===== src/rtl/block_code_pkg.sv =====
// Shared definitions for the Barker-code correlator: code table, code helpers
// and the frame FSM state type.
package block_code_pkg;

   localparam int BARKER_W = 13;

   typedef enum logic [1:0] {
      IDLE,
      RUN,
      DISCARD
   } state_e;

   // Barker sequences left-justified, chip 0 in the MSB; a 1 bit means a +1 chip.
   function automatic logic [BARKER_W-1:0] barker_row(input logic [3:0] len);
      logic [BARKER_W-1:0] row;
      case (len)
         4'd2:    row = 13'b10_00000000000;
         4'd3:    row = 13'b110_0000000000;
         4'd4:    row = 13'b1101_000000000;
         4'd5:    row = 13'b11101_00000000;
         4'd7:    row = 13'b1110010_000000;
         4'd11:   row = 13'b11100010010_00;
         4'd13:   row = 13'b1111100110101;
         default: row = '0;
      endcase
      return row;
   endfunction

   function automatic logic code_supported(input logic [7:0] len);
      logic ok;
      case (len)
         8'd2, 8'd3, 8'd4, 8'd5, 8'd7, 8'd11, 8'd13: ok = 1'b1;
         default:                                    ok = 1'b0;
      endcase
      return ok;
   endfunction

   function automatic logic code_bit(input logic [3:0] len, input logic [3:0] idx);
      logic [BARKER_W-1:0] row;
      row = barker_row(len) << idx;
      return row[BARKER_W-1];
   endfunction

endpackage


===== src/rtl/block_code_out_fifo.sv =====
// Synchronous word FIFO with a registered output stage; the output register
// counts toward capacity, so full means DEPTH words are held in total.
module block_code_out_fifo #(
   parameter int W     = 9,
   parameter int DEPTH = 4
) (
   input  logic         clk,
   input  logic         rst_n,
   input  logic         push_i,
   input  logic [W-1:0] data_i,
   input  logic         last_i,
   input  logic         pop_i,
   output logic         full_o,
   output logic         valid_o,
   output logic [W-1:0] data_o,
   output logic         last_o
);

   localparam int PW = $clog2(DEPTH);

   logic [W:0]    mem [DEPTH];
   logic [PW-1:0] wrPtr_q, rdPtr_q;
   logic [PW:0]   count_q;
   logic [PW:0]   occupancy;
   logic          outValid_q;
   logic [W-1:0]  outData_q;
   logic          outLast_q;
   logic          load;

   assign occupancy = count_q + {{PW{1'b0}}, outValid_q};
   assign full_o    = (occupancy == (PW+1)'(DEPTH));
   assign load      = (count_q != '0) && (!outValid_q || pop_i);
   assign valid_o   = outValid_q;
   assign data_o    = outData_q;
   assign last_o    = outLast_q;

   always_ff @(posedge clk) begin
      if (push_i) mem[wrPtr_q] <= {last_i, data_i};
   end

   // The output register refills from storage whenever it is empty or being drained.
   always_ff @(posedge clk or negedge rst_n) begin
      if (!rst_n) begin
         wrPtr_q    <= '0;
         rdPtr_q    <= '0;
         count_q    <= '0;
         outValid_q <= 1'b0;
         outData_q  <= '0;
         outLast_q  <= 1'b0;
      end else begin
         if (push_i) wrPtr_q <= wrPtr_q + 1'b1;
         if (load) begin
            {outLast_q, outData_q} <= mem[rdPtr_q];
            rdPtr_q    <= rdPtr_q + 1'b1;
            outValid_q <= 1'b1;
         end else if (pop_i) begin
            outValid_q <= 1'b0;
         end
         count_q <= count_q + {{PW{1'b0}}, push_i} - {{PW{1'b0}}, load};
      end
   end

endmodule


===== src/rtl/block_code_corr_decoder.sv =====
// Soft-decision Barker correlator: one signed sum per code word, NUM_SYMBOLS per frame.
// Define BLOCK_CODE_FRAME_CHECK_EN to enable tlast-based frame alignment checking.
module block_code_corr_decoder
   import block_code_pkg::*;
#(
   parameter int  DATA_WIDTH   = 4,
   parameter int  NUM_SYMBOLS  = 20,
   parameter int  MAX_CODE_LEN = 13,
   parameter int  FIFO_DEPTH   = 4,
   localparam int ACC_W        = DATA_WIDTH + $clog2(MAX_CODE_LEN) + 1
) (
   input  logic                  clk,
   input  logic                  s_axis_aresetn,
   input  logic [7:0]            code_length,
   input  logic [DATA_WIDTH-1:0] s_axis_tdata,
   input  logic                  s_axis_tvalid,
   output logic                  s_axis_tready,
   input  logic                  s_axis_tlast,
   output logic [ACC_W-1:0]      m_axis_tdata,
   output logic                  m_axis_tvalid,
   input  logic                  m_axis_tready,
   output logic                  m_axis_tlast,
   output logic                  frame_err
);

   localparam int WCW = $clog2(NUM_SYMBOLS);
   localparam logic [WCW-1:0] LAST_WORD = WCW'(NUM_SYMBOLS - 1);

   state_e                   state_q;
   logic [3:0]               len_q, chipCnt_q;
   logic [WCW-1:0]           wordCnt_q;
   logic signed [ACC_W-1:0]  acc_q;
   logic                     readyEn_q, frameErr_q;

   logic [3:0]               lenSel, chipIdx;
   logic [WCW-1:0]           wordIdx;
   logic signed [ACC_W-1:0]  accBase, chipExt, accSum;
   logic                     badLen, wordDone, frameDone, earlyLast, missingLast;
   logic                     wordPush, fire, push, pushLast, fifoFull;

   // In IDLE the incoming chip is chip 0 of a new frame using the freshly sampled length.
   always_comb begin
      lenSel  = len_q;
      chipIdx = chipCnt_q;
      wordIdx = wordCnt_q;
      accBase = acc_q;
      badLen  = 1'b0;
      if (state_q == IDLE) begin
         badLen  = !code_supported(code_length);
         lenSel  = badLen ? 4'd13 : code_length[3:0];
         chipIdx = '0;
         wordIdx = '0;
         accBase = '0;
      end
      chipExt   = {{(ACC_W-DATA_WIDTH){s_axis_tdata[DATA_WIDTH-1]}}, s_axis_tdata};
      accSum    = code_bit(lenSel, chipIdx) ? accBase + chipExt : accBase - chipExt;
      wordDone  = (chipIdx == lenSel - 4'd1);
      frameDone = wordDone && (wordIdx == LAST_WORD);
`ifdef BLOCK_CODE_FRAME_CHECK_EN
      earlyLast   = s_axis_tlast && !frameDone && (state_q != DISCARD);
      missingLast = frameDone && !s_axis_tlast;
`else
      earlyLast   = 1'b0;
      missingLast = 1'b0;
`endif
   end

`ifndef BLOCK_CODE_FRAME_CHECK_EN
   logic unusedTlast;
   assign unusedTlast = s_axis_tlast;
`endif

   // Only a chip that must push into a full FIFO is held off.
   assign wordPush      = (state_q != DISCARD) && (wordDone || earlyLast);
   assign s_axis_tready = readyEn_q && !(wordPush && fifoFull);
   assign fire          = s_axis_tvalid && s_axis_tready;
   assign push          = fire && wordPush;
   assign pushLast      = frameDone || earlyLast;
   assign frame_err     = frameErr_q;

   always_ff @(posedge clk or negedge s_axis_aresetn) begin
      if (!s_axis_aresetn) begin
         state_q    <= IDLE;
         len_q      <= 4'd13;
         chipCnt_q  <= '0;
         wordCnt_q  <= '0;
         acc_q      <= '0;
         readyEn_q  <= 1'b0;
         frameErr_q <= 1'b0;
      end else begin
         readyEn_q  <= 1'b1;
         frameErr_q <= 1'b0;
         if (fire) begin
            case (state_q)
               IDLE, RUN: begin
                  len_q      <= lenSel;
                  frameErr_q <= badLen || earlyLast || missingLast;
                  if (frameDone || earlyLast) begin
                     state_q   <= missingLast ? DISCARD : IDLE;
                     chipCnt_q <= '0;
                     wordCnt_q <= '0;
                     acc_q     <= '0;
                  end else if (wordDone) begin
                     state_q   <= RUN;
                     chipCnt_q <= '0;
                     wordCnt_q <= wordIdx + 1'b1;
                     acc_q     <= '0;
                  end else begin
                     state_q   <= RUN;
                     chipCnt_q <= chipIdx + 4'd1;
                     acc_q     <= accSum;
                  end
               end
               default: begin
`ifdef BLOCK_CODE_FRAME_CHECK_EN
                  if (s_axis_tlast) state_q <= IDLE;
`else
                  state_q <= IDLE;
`endif
               end
            endcase
         end
      end
   end

   block_code_out_fifo #(
      .W     (ACC_W),
      .DEPTH (FIFO_DEPTH)
   ) outFifo (
      .clk     (clk),
      .rst_n   (s_axis_aresetn),
      .push_i  (push),
      .data_i  (accSum),
      .last_i  (pushLast),
      .pop_i   (m_axis_tready),
      .full_o  (fifoFull),
      .valid_o (m_axis_tvalid),
      .data_o  (m_axis_tdata),
      .last_o  (m_axis_tlast)
   );

endmodule


===== config.mk =====
export PLATFORM = sky130hd
export DESIGN_NAME = block_code_corr_decoder
export DESIGN_NICKNAME = d
export VERILOG_FILES = /design/src/rtl/block_code_pkg.sv /design/src/rtl/block_code_out_fifo.sv /design/src/rtl/block_code_corr_decoder.sv
export SDC_FILE = /design/constraint.sdc
export NUM_CORES = 1
export LEC_CHECK = 0
export ABC_CLOCK_PERIOD_IN_PS = 14200
export CORE_ASPECT_RATIO = 0.8
export CORE_MARGIN = 1
export CORE_UTILIZATION = 61
export CTS_BUF_LIST = sky130_fd_sc_hd__clkbuf_16
export DETAILED_ROUTE_END_ITERATION = 10
export HOLD_SLACK_MARGIN = 0.12
export PLACE_DENSITY = 0.83
export SYNTH_ARGS = -nofsm -noshare
export SYNTH_HDL_FRONTEND = slang
export SYNTH_SLANG_ARGS = --single-unit

===== constraint.sdc =====
create_clock -name clk -period 14.2 [get_ports clk]
set_input_delay 2.84 -clock clk [delete_from_list [all_inputs] [get_ports clk]]
set_output_delay 2.84 -clock clk [all_outputs]
set_load 0.01 [all_outputs]

==> out/metrics.csv, run 1 <==
stage,metric,value,unit
run_status,outcome,"complete, no violations",
sta,max_clock_freq,0.0997,GHz
final_layout,area_growth_syn_to_layout,13.6,%
logic_synthesis,synth-xor-area-share,0.0365,
placed_design,buffer_ports.inserted,28,
cts,clkSinkCount,83,
sta,fin_skew,0.00864,ns
logic_synthesis,synth_compound_area_frac,0.126,
cts,cts_repair_resize_count,0,
power,powerDensity,195,mW/mm2
logic_synthesis,dominantRegCellSynth,sky130_fd_sc_hd__edfxtp_1,
detailed_routing,wirelength,9230,um
setup_path,required,11.36,ns
sta,min_period_over_period,0.706,
die,core.rowCount,27,
die,die_h,79.6,um
logic_synthesis,synth-edff-count,40,
logic_synthesis,yosys-mux-area-fraction,0.0953,
die,design.die.area,0.00788,mm2
detailed_routing,drt.antenna.violating_nets,0,
logic_synthesis,synth_top_family_by_area,simple AND/OR/NAND/NOR gates,
final_layout,post_route_cells_drive_above_1_share,0.148,
detailed_routing,wl_cell,18.0,um
detailed_routing,drt_iter0_drc,274,
logic_synthesis,synth_adder_area_share,0.0768,
logic_synthesis,synth_area_leader_cell,sky130_fd_sc_hd__edfxtp_1,
die,pin_count,30,
cts,clk_pin_slew_worst_paths,0.07,ns
detailed_routing,route.vias.total,3175,
setup_path,element_type_at_the_critical_path_end,output pin,
setup_path,critical_path_class,in -> out,
global_routing,grt_pass1_wl,15100,um
placed_design,globalplace.congestion,0.827,
logic_synthesis,ys_types,66,
setup_path,timing.critical_path.buf_inv,3,
sta,worst_slew_pin_slew,1.07,ns
global_routing,grt_antenna_before_repair,0,
worst_hold_path,worst_hold_path_type,reg -> reg,
final_layout,finalNonFillerCells,512,
cts,cts_setup_buffers,0,
setup_path,critical_path.startpoint_type,input port,
cts,htree_num_levels,3,
detailed_routing,route.detailed.drc,0,
setup_path,critPathMaxStageDelay,0.83,ns
cts,clockRootBuffer,sky130_fd_sc_hd__clkbuf_16,
final_layout,finalCoreUtilization,0.736,
placed_design,dp_worst_slack,4.22,ns
logic_synthesis,synthesis.area_per_instance,11.6,um2
global_routing,grt_pass1_vias,3119,
sta,min_period,10.03,ns
sta,final-hold-violation-count,0,
setup_path,worstPathMaxFanout,14,
setup_path,crit_chain,clkdlybuf4s50_1 > or4_4 > nor3_1 > nand2_1 > o21ai_0 > inv_1 > ha_1 > xnor2_4 > mux2_2 > a211oi_2 > and2b_1 > clkdlybuf4s50_1,
cts,clock_latency,0.35,ns
global_routing,track_usage,0.257,
logic_synthesis,postSynthRegisterBits,83,
final_layout,antenna_diode_count,0,
final_layout,layout.filler_cells,472,
global_routing,grt_start_max_net_pins,44,
setup_path,cp_common_cell,sky130_fd_sc_hd__clkdlybuf4s50_1,
flow_run,max-cap-violations,0,
logic_synthesis,post_synth_and_or_nand_nor_area_fraction,0.135,
power,irDropWorstVdd,0.000104,V
logic_synthesis,synth_seq_area_share,0.497,
setup_path,crit_arrival,7.19,ns
global_routing,grt_overflow_total,0,
logic_synthesis,post_synthesis_cell_area,0.00459,mm2
detailed_routing,vias_per_cell,6.20,
sta,tns,0,ns
sta,fin_ws,4.17,ns
power,total_leakage_power,0.00207,uW
final_layout,nets_final,464,
cts,cts_tree,done,
die,floorplan.die.width,99.0,um
setup_path,critical-path-top-delay-family,simple AND/OR/NAND/NOR gates,
placed_design,post-dp-hpwl,6260,um
sta,worst_slew_margin_rel,0.280,
logic_synthesis,synth.net_count,439,
logic_synthesis,synth.area.top_cells,"sky130_fd_sc_hd__edfxtp_1, sky130_fd_sc_hd__dfrtp_1, sky130_fd_sc_hd__ha_1",
sta,timing.final.max_slew_violations,0,
die,effective_utilization_at_floorplan,0.647,
logic_synthesis,synthDominantCellAreaShare,0.262,
cts,cts_hold_buffers,0,
logic_synthesis,ys.warnings.count,0,
logic_synthesis,synth_async_sr_flop_share,0.518,
detailed_routing,detailedRoute.firstPassIterationCount,4,
cts,cts-buffers-inserted,9,
placed_design,place.detailed.instances,496,
die,core_area,0.00709,mm2
sta,finalSetupViolCount,0,
logic_synthesis,synthesis.instances,395,
sta,grt_setup_unrepaired,no,
setup_path,critPathSlowestCell,sky130_fd_sc_hd__a211oi_2,
cts,cts_buffer_depth,2,
logic_synthesis,yosys-top-cells-count,"sky130_fd_sc_hd__dfrtp_1, sky130_fd_sc_hd__edfxtp_1, sky130_fd_sc_hd__nand2_1",
==> through the flow <==
stage	area [um2]	power (uW)	hold WS, ns
6_report	5220	1020	0.495
5_1_grt	5220	1070	0.515
4_1_cts	5220	1020	0.492
3_5_place_dp	4930	789	0.478
3_3_place_gp	4930	764	0.477
2_1_floorplan	4590	671	0.457
==> path summary, 6_finish.rpt <==
check                                     from           endpoint  slack [ns]  cells past startpoint
worst min register to register        acc_q[8]           acc_q[8]        0.49                      1
worst max register to register      state_q[0]  outFifo.mem[0][8]        8.73                     18
worst min-delay path                  acc_q[8]           acc_q[8]        0.49                      1
worst max-delay path            code_length[7]      s_axis_tready        4.17                     12
min in group asynchronous       s_axis_aresetn  outFifo.data_o[0]        2.65                      1
max in group asynchronous       s_axis_aresetn       chipCnt_q[0]       10.92                      1
==> cell usage in the layout, fill, tap and decap left out, types with 4 or more instances in the layout <==
cell type                         count
sky130_fd_sc_hd__and2_1              16
sky130_fd_sc_hd__edfxtp_1            40
sky130_fd_sc_hd__o21ai_0             29
sky130_fd_sc_hd__ha_1                25
sky130_fd_sc_hd__a32o_1               5
sky130_fd_sc_hd__a21oi_1             15
sky130_fd_sc_hd__mux2_2              14
sky130_fd_sc_hd__nor3_1              14
sky130_fd_sc_hd__nand3_1             16
sky130_fd_sc_hd__mux4_2              10
sky130_fd_sc_hd__inv_1               21
sky130_fd_sc_hd__clkbuf_16            9
sky130_fd_sc_hd__a21o_1               4
sky130_fd_sc_hd__nor2_1              13
sky130_fd_sc_hd__xnor2_1              9
sky130_fd_sc_hd__or2_2                4
sky130_fd_sc_hd__clkdlybuf4s50_1     27
sky130_fd_sc_hd__xor2_1               7
sky130_fd_sc_hd__mux2i_1              4
sky130_fd_sc_hd__nand2_1             30
sky130_fd_sc_hd__dfrtp_1             40
sky130_fd_sc_hd__o31ai_1              4
==> power breakdown <==
| part | leakage (uW) | total, uW | switching [uW] | internal (uW) |
|---|---|---|---|---|
| Sequential | 0.000862 | 398 | 58.5 | 340 |
| Combinational | 0.00107 | 392 | 205 | 188 |
| Clock | 0.000138 | 227 | 103 | 123 |
| Total | 0.00207 | 1020 | 366 | 651 |
==> state kept, by name (all words and copies together), names as in the netlist <==
| register | count |
|---|---|
| outFifo.count_q | 3 |
| acc_q | 9 |
| wordCnt_q | 5 |
| chipCnt_q | 4 |
| outFifo.last_o | 1 |
| outFifo.wrPtr_q | 2 |
| outFifo.mem | 40 |
| outFifo.valid_o | 1 |
| readyEn_q | 1 |
| state_q | 1 |
| outFifo.data_o | 9 |
| len_q | 4 |
| frame_err | 1 |
| outFifo.rdPtr_q | 2 |
==> routing by layer <==
metal  GRT usage  part of all wire  up-vias  routed length [um]
met3      0.0578             0.049       14                 456
li1            -                 -     1513                   -
met2       0.430              0.49       83                4570
met4      0.0940             0.017        0                 161
met5           0                 0        -                   0
met1       0.330              0.44     1565                4040
==> kinds of logic (layout without fill, tap and decap cells) <==
| logic type | after synthesis | count (layout) |
|---|---|---|
| fa+ha+maj | 27 | 27 |
| xor+xnor | 17 | 17 |
| simple gates | 117 | 117 |
| other cells | 1 | 1 |
| compound gates | 83 | 83 |
| flops | 83 | 83 |
| buf+inv | 38 | 68 |
| mux | 29 | 29 |
==> final cells by class <==
cell class / count / area, um2 / share of cell area
sequential: 83 / 2280 / 0.437
clock inverter: 7 / 66.3 / 0.0127
multi-input combinational: 274 / 2160 / 0.414
timing repair buffer: 30 / 290 / 0.0556
clock buffer: 9 / 225 / 0.0432
inverter: 22 / 85.1 / 0.0163
tap: 87 / 109 / 0.0209
==> worst reg2reg max path, stage by stage (launching register included) <==
cell and delay, ns:
sky130_fd_sc_hd__dfrtp_1 0.43, sky130_fd_sc_hd__buf_4 0.25, sky130_fd_sc_hd__inv_1 0.23, sky130_fd_sc_hd__o32a_1 0.28, sky130_fd_sc_hd__ha_1 0.30, sky130_fd_sc_hd__or4b_2 0.60, sky130_fd_sc_hd__nor4_1 0.26, sky130_fd_sc_hd__o21ai_0 0.19
sky130_fd_sc_hd__o311ai_1 0.14, sky130_fd_sc_hd__nand3_1 0.25, sky130_fd_sc_hd__nand2_1 0.12, sky130_fd_sc_hd__o21ai_0 0.17, sky130_fd_sc_hd__fa_1 0.49, sky130_fd_sc_hd__a21oi_1 0.17, sky130_fd_sc_hd__o21ai_0 0.13, sky130_fd_sc_hd__a2111oi_0 0.52
sky130_fd_sc_hd__o21a_1 0.23, sky130_fd_sc_hd__nor2_1 0.06, sky130_fd_sc_hd__xnor2_1 0.41
Power figures use the tool's default switching activity.
==> run 2: changes to the inputs <==
Settings changed: ABC_CLOCK_PERIOD_IN_PS 14200 to 10050, CORE_UTILIZATION 61 to 59, PLACE_DENSITY 0.83 to 0.81.
Clock period 14.2 ns to 10.05 ns, I/O delays scaled along.
==> out/metrics.csv, run 2 (same netlist as run 1, synthesis figures left out) <==
stage,metric,value,unit,change
placed_design,buffer_ports.inserted,28,,unchanged
cts,clockRootBuffer,sky130_fd_sc_hd__clkbuf_16,,unchanged
sta,worst_slew_pin_slew,1.07,ns,about the same
final_layout,regMostFlops,outFifo.mem,,unchanged
detailed_routing,route.vias.total,3166,,was 3175
sta,worst_slew_margin_rel,0.284,,was 0.280
setup_path,element_type_at_the_critical_path_end,output pin,,unchanged
detailed_routing,detailedRoute.firstPassIterationCount,5,,was 4
final_layout,post_route_cells_drive_above_1_share,0.146,,was 0.148
cts,cts_repair_resize_count,0,,unchanged
die,design.die.area,0.00814,mm2,was 0.00788 mm2
die,core.rowCount,28,,was 27
setup_path,worstPathMaxFanout,14,,unchanged
sta,timing.final.max_slew_violations,0,,unchanged
final_layout,most-common-layout-cells,"sky130_fd_sc_hd__dfrtp_1, sky130_fd_sc_hd__edfxtp_1, sky130_fd_sc_hd__nand2_1, sky130_fd_sc_hd__o21ai_0, sky130_fd_sc_hd__clkdlybuf4s50_1",,unchanged
sta,min_period,8.42,ns,
global_routing,grt_overflow_total,0,,unchanged
setup_path,critical_path.startpoint_type,input port,,unchanged
cts,cts_buffer_depth,2,,unchanged
sta,max_clock_freq,0.119,GHz,
detailed_routing,drt_iter0_drc,220,,was 274
global_routing,track_usage,0.252,,was 0.257
die,effective_utilization_at_floorplan,0.616,,was 0.647
die,die_h,80.9,um,was 79.6 um
cts,cts_hold_buffers,0,,unchanged
setup_path,critical_path_class,in -> out,,unchanged
sta,grt_setup_unrepaired,no,,unchanged
setup_path,timing.reg2reg.worst_path_depth,18,,unchanged
cts,clock_latency,0.33,ns,was 0.35 ns
cts,cts_setup_buffers,0,,unchanged
setup_path,crit-reg2reg-capture,acc_q[8],,was outFifo.mem[0][8]
run_status,outcome,"complete, no violations",,unchanged
setup_path,first_element_of_the_critical_path,code_length[7],,unchanged
global_routing,grt_pass1_wl,15400,um,was 15100 um
final_layout,largest_register_ffs,40,,unchanged
global_routing,grt_pass1_vias,3173,,was 3119
setup_path,reg2reg_slack,4.17,ns,was 8.73 ns
setup_path,crit_arrival,6.41,ns,was 7.19 ns
die,pin_count,30,,unchanged
final_layout,antenna_diode_count,0,,unchanged
worst_hold_path,worst_hold_path_type,reg -> reg,,unchanged
sta,finalSetupViolCount,0,,unchanged
setup_path,crit_path_end,s_axis_tready,,unchanged
placed_design,post-dp-hpwl,6570,um,was 6260 um
die,floorplan.die.width,101,um,was 99.0 um
sta,fin_ws,1.63,ns,was 4.17 ns
global_routing,grt_antenna_before_repair,0,,unchanged
placed_design,globalplace.congestion,0.845,,was 0.827
detailed_routing,route.detailed.drc,0,,unchanged
sta,final-hold-violation-count,0,,unchanged
die,core_area,0.00746,mm2,was 0.00709 mm2
final_layout,nets_final,463,,was 464
cts,clk_pin_slew_worst_paths,0.07,ns,about the same
sta,min_period_over_period,0.838,,
setup_path,required,8.04,ns,was 11.36 ns
setup_path,reg2reg_from,state_q[0],,unchanged
final_layout,area_growth_syn_to_layout,14.0,%,was 13.6%
final_layout,finalInstanceArea,0.00524,mm2,was 0.00522 mm2
power,powerDensity,273,mW/mm2,was 195 mW/mm2
detailed_routing,drt.antenna.violating_nets,0,,unchanged
power,irDropWorstVdd,0.000162,V,was 0.000104 V
cts,clkSinkCount,83,,unchanged
sta,tns,0,ns,unchanged
flow_run,max-cap-violations,0,,unchanged
placed_design,placed_area,0.00494,mm2,was 0.00493 mm2
detailed_routing,wl_cell,17.8,um,was 18.0 um
cts,htree_num_levels,3,,unchanged
global_routing,grt_start_max_net_pins,44,,unchanged
cts,cts_tree,done,,unchanged
detailed_routing,vias_per_cell,5.98,,was 6.20
placed_design,dp_worst_slack,1.68,ns,was 4.22 ns
cts,cts-buffers-inserted,9,,unchanged
sta,fin_skew,0.00821,ns,was 0.00864 ns
power,total_leakage_power,0.00207,uW,about the same
detailed_routing,wirelength,9400,um,was 9230 um
run 2: changes by cell type in the layout (fill, tap and decap cells not counted), sizes merged:
cell and delta:
clkinv +3, inv -2, buf -1, clkinvlp -1
run 2: how the worst min path moves through the flow:
| stage | start | end | slack (ns) | cells past startpoint |
|---|---|---|---|---|
| after floorplan | acc_q[0] | acc_q[0] | 0.46 | 2 |
| after global placement | acc_q[8] | acc_q[8] | 0.47 | 1 |
| after detailed placement | acc_q[1] | acc_q[1] | 0.48 | 2 |
| after CTS | acc_q[8] | acc_q[8] | 0.50 | 1 |
| after global routing | acc_q[8] | acc_q[8] | 0.53 | 1 |
| final | acc_q[6] | acc_q[6] | 0.50 | 2 |
run 2: worst max-delay path: stages:
cell and delay [ns]:
sky130_fd_sc_hd__clkdlybuf4s50_1 0.41, sky130_fd_sc_hd__or4_4 0.58, sky130_fd_sc_hd__nor3_1 0.29, sky130_fd_sc_hd__nand2_1 0.08
sky130_fd_sc_hd__o21ai_0 0.36, sky130_fd_sc_hd__inv_1 0.16, sky130_fd_sc_hd__ha_1 0.34, sky130_fd_sc_hd__xnor2_4 0.27
sky130_fd_sc_hd__mux2_2 0.38, sky130_fd_sc_hd__a211oi_2 0.80, sky130_fd_sc_hd__and2b_1 0.27, sky130_fd_sc_hd__clkdlybuf4s50_1 0.47
run 2: power by group:
part           total (uW)  leakage (uW)  switching (uW)  internal, uW
combinational         553       0.00107             288           265
clock                 317      0.000141             143           174
sequential            560      0.000862            79.7           480
total                1430       0.00207             511           919
run 2: area by class of cell:
class                           count  area [um2]
Sequential cell                    83        2280
Fill cell                         538        2220
Multi-Input combinational cell    274        2160
Timing Repair Buffer               29         283
Clock buffer                        9         225
Tap cell                          105         131
Inverter                           22        85.1
Clock inverter                      7        70.1
run 2: routing by layer:
| metal | part of all wire | GRT usage | vias up |
|---|---|---|---|
| met3 | 0.041 | 0.0516 | 9 |
| met5 | 0 | 0 | - |
| met1 | 0.43 | 0.322 | 1572 |
| met4 | 0.0085 | 0.0884 | 0 |
| li1 | - | - | 1510 |
| met2 | 0.52 | 0.432 | 75 |
run 2: stage by stage:
stage | instances | total power, uW | utilization | hold WS [ns]
after floorplan | 395 | 948 | - | 0.457
after global placement | 513 | 1080 | 0.662 | 0.473
after detailed placement | 513 | 1120 | 0.662 | 0.480
after CTS | 529 | 1440 | 0.702 | 0.501
after global routing | 529 | 1520 | 0.702 | 0.532
final | 529 | 1430 | 0.702 | 0.501
